File: src/rtl/apu_note_sequencer.sv
// apu_note_sequencer: plays a pattern ROM tune as APU note writes paced by frame pulses
module apu_note_sequencer #(
  parameter int ADDR_WIDTH = 8,
  parameter logic [ADDR_WIDTH-1:0] START_ADDR = '0
) (
  input  logic                  i_clk,
  input  logic                  i_rst,
  input  logic                  i_start,
  input  logic                  i_stop,
  input  logic                  i_frame_pulse,
  output logic [ADDR_WIDTH-1:0] o_rom_addr,
  input  logic [15:0]           i_rom_data,
  output logic                  o_wr_valid,
  output logic [1:0]            o_wr_channel,
  output logic [5:0]            o_wr_note,
  input  logic                  i_wr_ready,
  output logic                  o_busy,
  output logic                  o_done
);
  typedef enum logic [2:0] {IDLE, FETCH, DECODE, WRITE, DELAY, DONE} state_t;
  state_t state_q, state_d;
  logic [ADDR_WIDTH-1:0] addr_q;
  logic [1:0] ch_q;
  logic [5:0] note_q, dur_q, cnt_q;
  logic valid_q, busy_q, done_q, stop_q;
  wire [1:0] op = i_rom_data[15:14];
  wire [5:0] dur_in = i_rom_data[5:0];
  wire accept = valid_q && i_wr_ready;
  wire [ADDR_WIDTH-1:0] addr_inc = ADDR_WIDTH'(addr_q + 1'b1);
  always_comb begin
    state_d = state_q;
    case (state_q)
      IDLE:   state_d = (i_start && !i_stop) ? FETCH : IDLE;
      FETCH:  state_d = i_stop ? IDLE : DECODE;
      DECODE: state_d = i_stop ? IDLE :
                        op == 2'b00 ? WRITE :
                        op == 2'b01 ? (dur_in != 6'd0 ? DELAY : FETCH) :
                        op == 2'b10 ? FETCH : DONE;
      // a stop seen during the handshake waits for acceptance
      WRITE:  state_d = !accept ? WRITE :
                        (stop_q || i_stop) ? IDLE :
                        dur_q != 6'd0 ? DELAY : FETCH;
      DELAY:  state_d = i_stop ? IDLE : (i_frame_pulse && cnt_q == 6'd1) ? FETCH : DELAY;
      DONE:   state_d = i_stop ? IDLE : i_start ? FETCH : DONE;
      default: state_d = IDLE;
    endcase
  end
  always_ff @(posedge i_clk) begin
    if (i_rst) begin
      state_q <= IDLE;
      addr_q  <= '0;
      valid_q <= 1'b0;
      ch_q    <= 2'd0;
      note_q  <= 6'd0;
      dur_q   <= 6'd0;
      cnt_q   <= 6'd0;
      busy_q  <= 1'b0;
      done_q  <= 1'b0;
      stop_q  <= 1'b0;
    end else begin
      state_q <= state_d;
      busy_q  <= !(state_d == IDLE || state_d == DONE);
      done_q  <= state_d == DONE;
      stop_q  <= state_q == WRITE && state_d == WRITE && (stop_q || i_stop);
      case (state_q)
        IDLE, DONE: if (state_d == FETCH) addr_q <= START_ADDR;
        DECODE: if (!i_stop) begin
          case (op)
            2'b00: begin
              valid_q <= 1'b1;
              ch_q    <= i_rom_data[13:12];
              note_q  <= i_rom_data[11:6];
              dur_q   <= dur_in;
            end
            2'b01: begin
              cnt_q  <= dur_in;
              addr_q <= addr_inc;
            end
            2'b10: addr_q <= i_rom_data[ADDR_WIDTH-1:0];
            default: ;
          endcase
        end
        WRITE: if (accept) begin
          valid_q <= 1'b0;
          addr_q  <= addr_inc;
          cnt_q   <= dur_q;
        end
        DELAY: if (i_frame_pulse && !i_stop) cnt_q <= cnt_q - 1'b1;
        default: ;
      endcase
    end
  end
  assign o_rom_addr   = addr_q;
  assign o_wr_valid   = valid_q;
  assign o_wr_channel = ch_q;
  assign o_wr_note    = note_q;
  assign o_busy       = busy_q;
  assign o_done       = done_q;
endmodule

File: config.mk
export PLATFORM = sky130hd
export DESIGN_NAME = apu_note_sequencer
export DESIGN_NICKNAME = d
export VERILOG_FILES = /design/src/rtl/apu_note_sequencer.sv
export SDC_FILE = /design/constraint.sdc
export NUM_CORES = 1
export LEC_CHECK = 0
export ABC_CLOCK_PERIOD_IN_PS = 5700
export CELL_PAD_IN_SITES_DETAIL_PLACEMENT = 0
export CELL_PAD_IN_SITES_GLOBAL_PLACEMENT = 1
export CORE_ASPECT_RATIO = 0.6
export CORE_UTILIZATION = 40
export CTS_CLUSTER_DIAMETER = 50
export DETAILED_ROUTE_END_ITERATION = 16
export PLACE_DENSITY_LB_ADDON = 0.1
export SLEW_MARGIN = 10
export SYNTH_ARGS = -nofsm -noshare
export SYNTH_HDL_FRONTEND = slang
export SYNTH_SLANG_ARGS = --single-unit
File: constraint.sdc
create_clock -name i_clk -period 5.7 [get_ports i_clk]
set_clock_uncertainty 0.1 [all_clocks]
set_input_delay 1.14 -clock i_clk [delete_from_list [all_inputs] [get_ports i_clk]]
set_output_delay 1.14 -clock i_clk [all_outputs]
set_load 0.03 [all_outputs]
# Yosys cells after proc, flatten, opt, wreduce, memory -nomap -nowiden
# Cells that the tools add are included.
[word_totals] register_bits=35 word_cells=83 out_inout_bits=19 in_bits=22
[op_classes] addsub=2 n_bitwise=1 muxes=29 reduce_logical=23 n_eq_ne=18
[ops] cell="3-bit 2-to-1 mux" count=12
[ops] cell="6-bit 2-to-1 mux" count=4
[ops] cell="8-bit 2-to-1 mux" count=3
[ops] cell="8-bit one-hot mux with 3 select lines" count=1
[ops] cell="3-bit one-hot mux with 6 select lines" count=1
[ops] cell="6-bit one-hot mux with 3 select lines" count=1
[ops] cell="8-bit one-hot mux with 2 select lines" count=1
[ops] cell="2-bit != test (second input constant)" count=6
[ops] cell="6-bit nonzero test" count=2
[ops] cell="5-bit AND reduction" count=2
[ops] cell="3-bit by 2-bit == test with 1-bit output (second input constant)" count=3
[ops] cell="3-bit == test (second input constant)" count=3
[ops] cell="8-bit by 1-bit adder with 8-bit output (second input constant)" count=1
[ops] cell="3-bit by 1-bit == test with 1-bit output (second input constant)" count=2
[ops] cell="6-bit by 1-bit == test with 1-bit output (second input constant)" count=1
[ops] cell="1-bit logical AND" count=6
[ops] cell="3-bit zero test" count=2
[ops] cell="3-bit nonzero test" count=2
[ops] cell="6-bit by 1-bit subtractor with 6-bit output (second input constant)" count=1
[ops] cell="1-bit 2-to-1 mux" count=4
[ops] cell="4-bit AND reduction" count=1
[ops] cell="3-bit != test (second input constant)" count=1
[ops] cell="3-bit AND reduction" count=1
[ops] cell="2-bit by 1-bit == test with 1-bit output (second input constant)" count=1
[ops] cell="other kinds (9)" count=11

# Longest topological paths before layout
[depth] word_depth=9 depth_mapped=9 mapped_depth_nobuf=8

# Worst setup path before layout
# OpenSTA, ideal clock, no wires.
[synth_path] path_kind="input port to flip-flop" startpoint="input port i_rom_data[5]" endpoint="register addr_q[6], in the netlist o_rom_addr[6]" t_required_ns=5.483 n_path_buf=0 arrival_ns=2.895 slack_ns=2.588 setup_ns=0.117 path_stages=6 cell_sequence="or4_4 o311a_1 nor4_4 o211ai_4 a21bo_1 a32o_1"
[synth_via] elab_chain_cells=9
[synth_lines] element="start, declared" line_no="12" text="input logic [15:0] i_rom_data,"
[synth_lines] element="6-bit nonzero test" line_no="37" text="op == 2'b01 ? (dur_in != 6'd0 ? DELAY : FETCH) :"
[synth_lines] element="3-bit 2-to-1 mux (2 in series)" line_no="37"
[synth_lines] element="3-bit 2-to-1 mux" line_no="36" text="op == 2'b00 ? WRITE :"
[synth_lines] element="3-bit 2-to-1 mux" line_no="35" text="DECODE: state_d = i_stop ? IDLE :"
[synth_lines] element="3-bit one-hot mux with 6 select lines" line_no="32" text="case (state_q)"
[synth_lines] element="3-bit by 1-bit == test with 1-bit output" line_no="66" text="IDLE, DONE: if (state_d == FETCH) addr_q <= START_ADDR;"
[synth_lines] element="2-bit != test (no source line)"
[synth_lines] element="5-bit AND reduction (no source line)"
[synth_lines] element="end signal, assigned" line_no="77" text="addr_q <= addr_inc;"
[synth_lines] element="end signal, assigned" line_no="79" text="2'b10: addr_q <= i_rom_data[ADDR_WIDTH-1:0];"
[synth_lines] element="end signal, assigned" line_no="85" text="addr_q <= addr_inc;"
[synth_lines] element="end, declared" line_no="22" text="logic [ADDR_WIDTH-1:0] addr_q;"
# Every way passes these cells.
# A chain may end at the register's enable or synchronous reset.

# Worst setup path after layout
# Same ends and word-level chain as after synthesis.

==> impl_metrics.ini <==
[outcome]
status = completed

[timing]
finalCritPeriodShare = 0.611
tightest_slew_ns = 1.12
setup_ws_ns = 2.22
max_slew_margin = 0.251
rsz0062_at_grt = no
drv_slew = 0
fin_tns_setup_ns = 0
finalHoldViolations = 0
setup_viol = 0
fmax_ghz = 0.287
final.min_clock_period_ns = 3.48

[floorplan]
coreArea_um2 = 4800
die_width_um = 95.4
start_util = 0.436
rows = 19
io_pins = 41
die_h_um = 58.0
die_area_um2 = 5540

[detailed_routing]
drt_iter0_markers = 166
drc = 0
ant_nets = 0
avgRoutedWirePerCell_um = 16.0
finalWirelength_um = 5880
viasPerCell = 5.61
dr_wl_met3_um = 430
first_pass_iters = 4
highest_layer = met4
met1_length_um = 3270
wl_met2_um = 2110
vias = 2060

[global_routing]
grt-ovfl-total = 0
grt_pass1_vias = 1858
grt_pass1_wl_um = 9640
antenna_found_initial = 0
grt_max_degree = 31
grt.total_usage = 0.234

[synth]
synth_common_cells = nand2_1 (49), dfxtp_1 (35), a21oi_1 (26), nor2_1 (20), o21ai_0 (13)
synth_edf_count = 0
synth_top_area_cell = dfxtp_1
ys_seq_area_frac = 0.335
synth.avg_cell_area_um2 = 7.84
ys_ff_latch = 35
synth_top_area_share = 0.335
ys_types = 56
synth.most_common_cell = nand2_1
synth_area_um2 = 2090
syn_nets = 295
async_flop_share = 0
syn_inst = 267
synth.area.top_cells = dfxtp_1 (33%), nand2_1 (8.8%), a21oi_1 (6.2%), ha_1 (3.6%), nor2_1 (3.6%)
ys_warn_count = 0
synth_ff_type = dfxtp_1

[clock_tree]
cts-hold-fix-buffers = 0
cts_resized = 0
cts-root-buf = clkbuf_8
cts_buffers = 5
clock_sinks = 35
h-tree-depth = 2
cts_setup_buffers = 0
cts_tree = done
clock_latency_ns = 0.30
clockBufferDepth = 2
clk_pin_slew_ns = 0.08

[cells_and_area]
final_nets = 331
num-fill-cells = 479
final_cells = 367
finish.utilization = 0.543
drive_above_1_share = 0.0724
postLayoutCellArea_um2 = 2610
diodes = 0
area_growth_pct = 24.5

[setup_path]
startpoint_type = input pin
crit_family = compound AO/OA/AOI/OAI gates
end_kind = flop
cp_data_required_time_ns = 5.80
cp_slowest_cell = or4_4
worstSetupPathType = input pin to flop
path_buf_inv = 1
slowest_delay_ns = 0.58
arrival_ns = 3.58
crit_chain = clkdlybuf4s50_1, or4_4, o311a_1, nor4_4, o211ai_4, a21bo_1, a32o_1
worstPathMaxFanout = 8
rrSetupSlack_ns = 3.33

[placed_design]
dpl_cell_area_um2 = 2520
dp_slack_ns = 1.92
dp_hpwl_um = 4330
numPortBuffers = 40
place_inst = 359
place.gp.congestion = 0.861

[min_path]
hold_class = flop to flop

[power_and_ir_drop]
p_leak_nw = 0.948
power_density_nw_per_um2 = 200
ir_drop_mv = 0.108

[job]
maxCapViolCount = 0
==> flip-flops by register name, indices dropped and copies added, names as in the netlist <==
signal / cells
o_wr_valid: 1
cnt_q: 6
o_rom_addr: 8
dur_q: 6
o_wr_note: 6
stop_q: 1
o_done: 1
state_q: 3
o_busy: 1
o_wr_channel: 2
==> power breakdown <==
part / internal (mW) / switching [mW] / leakage [nW]
sequential: 0.249 / 0.00747 / 0.283
combinational: 0.0380 / 0.0419 / 0.625
clock: 0.0850 / 0.100 / 0.0402
==> cell type report <==
type                    instances  area, um^2  area share
clock inverters                 3        20.0     0.00768
well taps                      63        78.8      0.0302
flip-flops and latches         35         701       0.269
clock buffers                   5        68.8      0.0264
multi-input cells             211        1300       0.497
repair buffers                 41         408       0.157
inverters                       9        33.8      0.0130
==> final timing paths <==
| check | from | end | cells past startpoint |
|---|---|---|---|
| setup / recovery | i_rom_data[5] | o_rom_addr[6] | 7 |
| hold / removal | o_wr_channel[0] | o_wr_channel[0] | 2 |
| setup reg to reg | state_q[1] | cnt_q[5] | 6 |
| hold reg to reg | o_wr_channel[0] | o_wr_channel[0] | 2 |
==> worst register-to-register path, cell delays in order, from the launching register on <==
cell and delay (ns):
dfxtp_1 0.72, nor2b_1 0.50, a22o_1 0.22, a21o_1 0.30, o21ai_0 0.16, a22oi_1 0.16, nor2_1 0.06
==> layer usage <==
layer  vias to the layer above  track usage
met4                         0       0.0704
met2                        60        0.282
met1                       950        0.383
li1                       1042            -
met3                         8       0.0630
met5                         -            0
==> metrics by stage <==
step / hold WS (ns) / power [mW]
finish: 0.358 / 0.522
global route: 0.382 / 0.547
CTS: 0.360 / 0.526
detailed placement: 0.349 / 0.341
global placement: 0.343 / 0.342
floorplan: 0.344 / 0.306
==> placed cells by master, fill, tap and decap left out, types with 2 or more instances in the layout <==
master	n
o21ai_0	13
a211oi_1	3
nor3b_1	3
nor3_1	7
nor2b_1	3
nand2b_1	3
ha_1	6
o22ai_1	3
nand4_1	3
nor2_1	20
dfxtp_1	35
a31oi_1	2
a22oi_1	4
or2_2	3
clkbuf_8	5
o211a_1	6
o2bb2ai_1	2
clkdlybuf4s50_1	40
a21o_1	2
and3_1	2
o21ai_1	2
a211o_1	5
nand2_1	49
o2111ai_1	3
nand3_1	4
a21oi_1	26
inv_1	9
clkinvlp_4	2
nor4_1	2
a221o_1	2
nand3b_1	6
xnor2_1	3
==> cell families (layout without fill, tap and decap cells) <==
kind of cell | Yosys count | in the layout | share of synthesized area
buffers and inverters | 21 | 58 | 0.0460
multiplexers | 1 | 1 | 0.00478
adder cells (fa/ha/maj) | 6 | 6 | 0.0359
XOR/XNOR | 4 | 4 | 0.0167
AND/OR/NAND/NOR | 116 | 116 | 0.284
flip-flops | 35 | 35 | 0.335
AO/OA/AOI/OAI | 84 | 84 | 0.278
(Power assumes the default switching activity.)
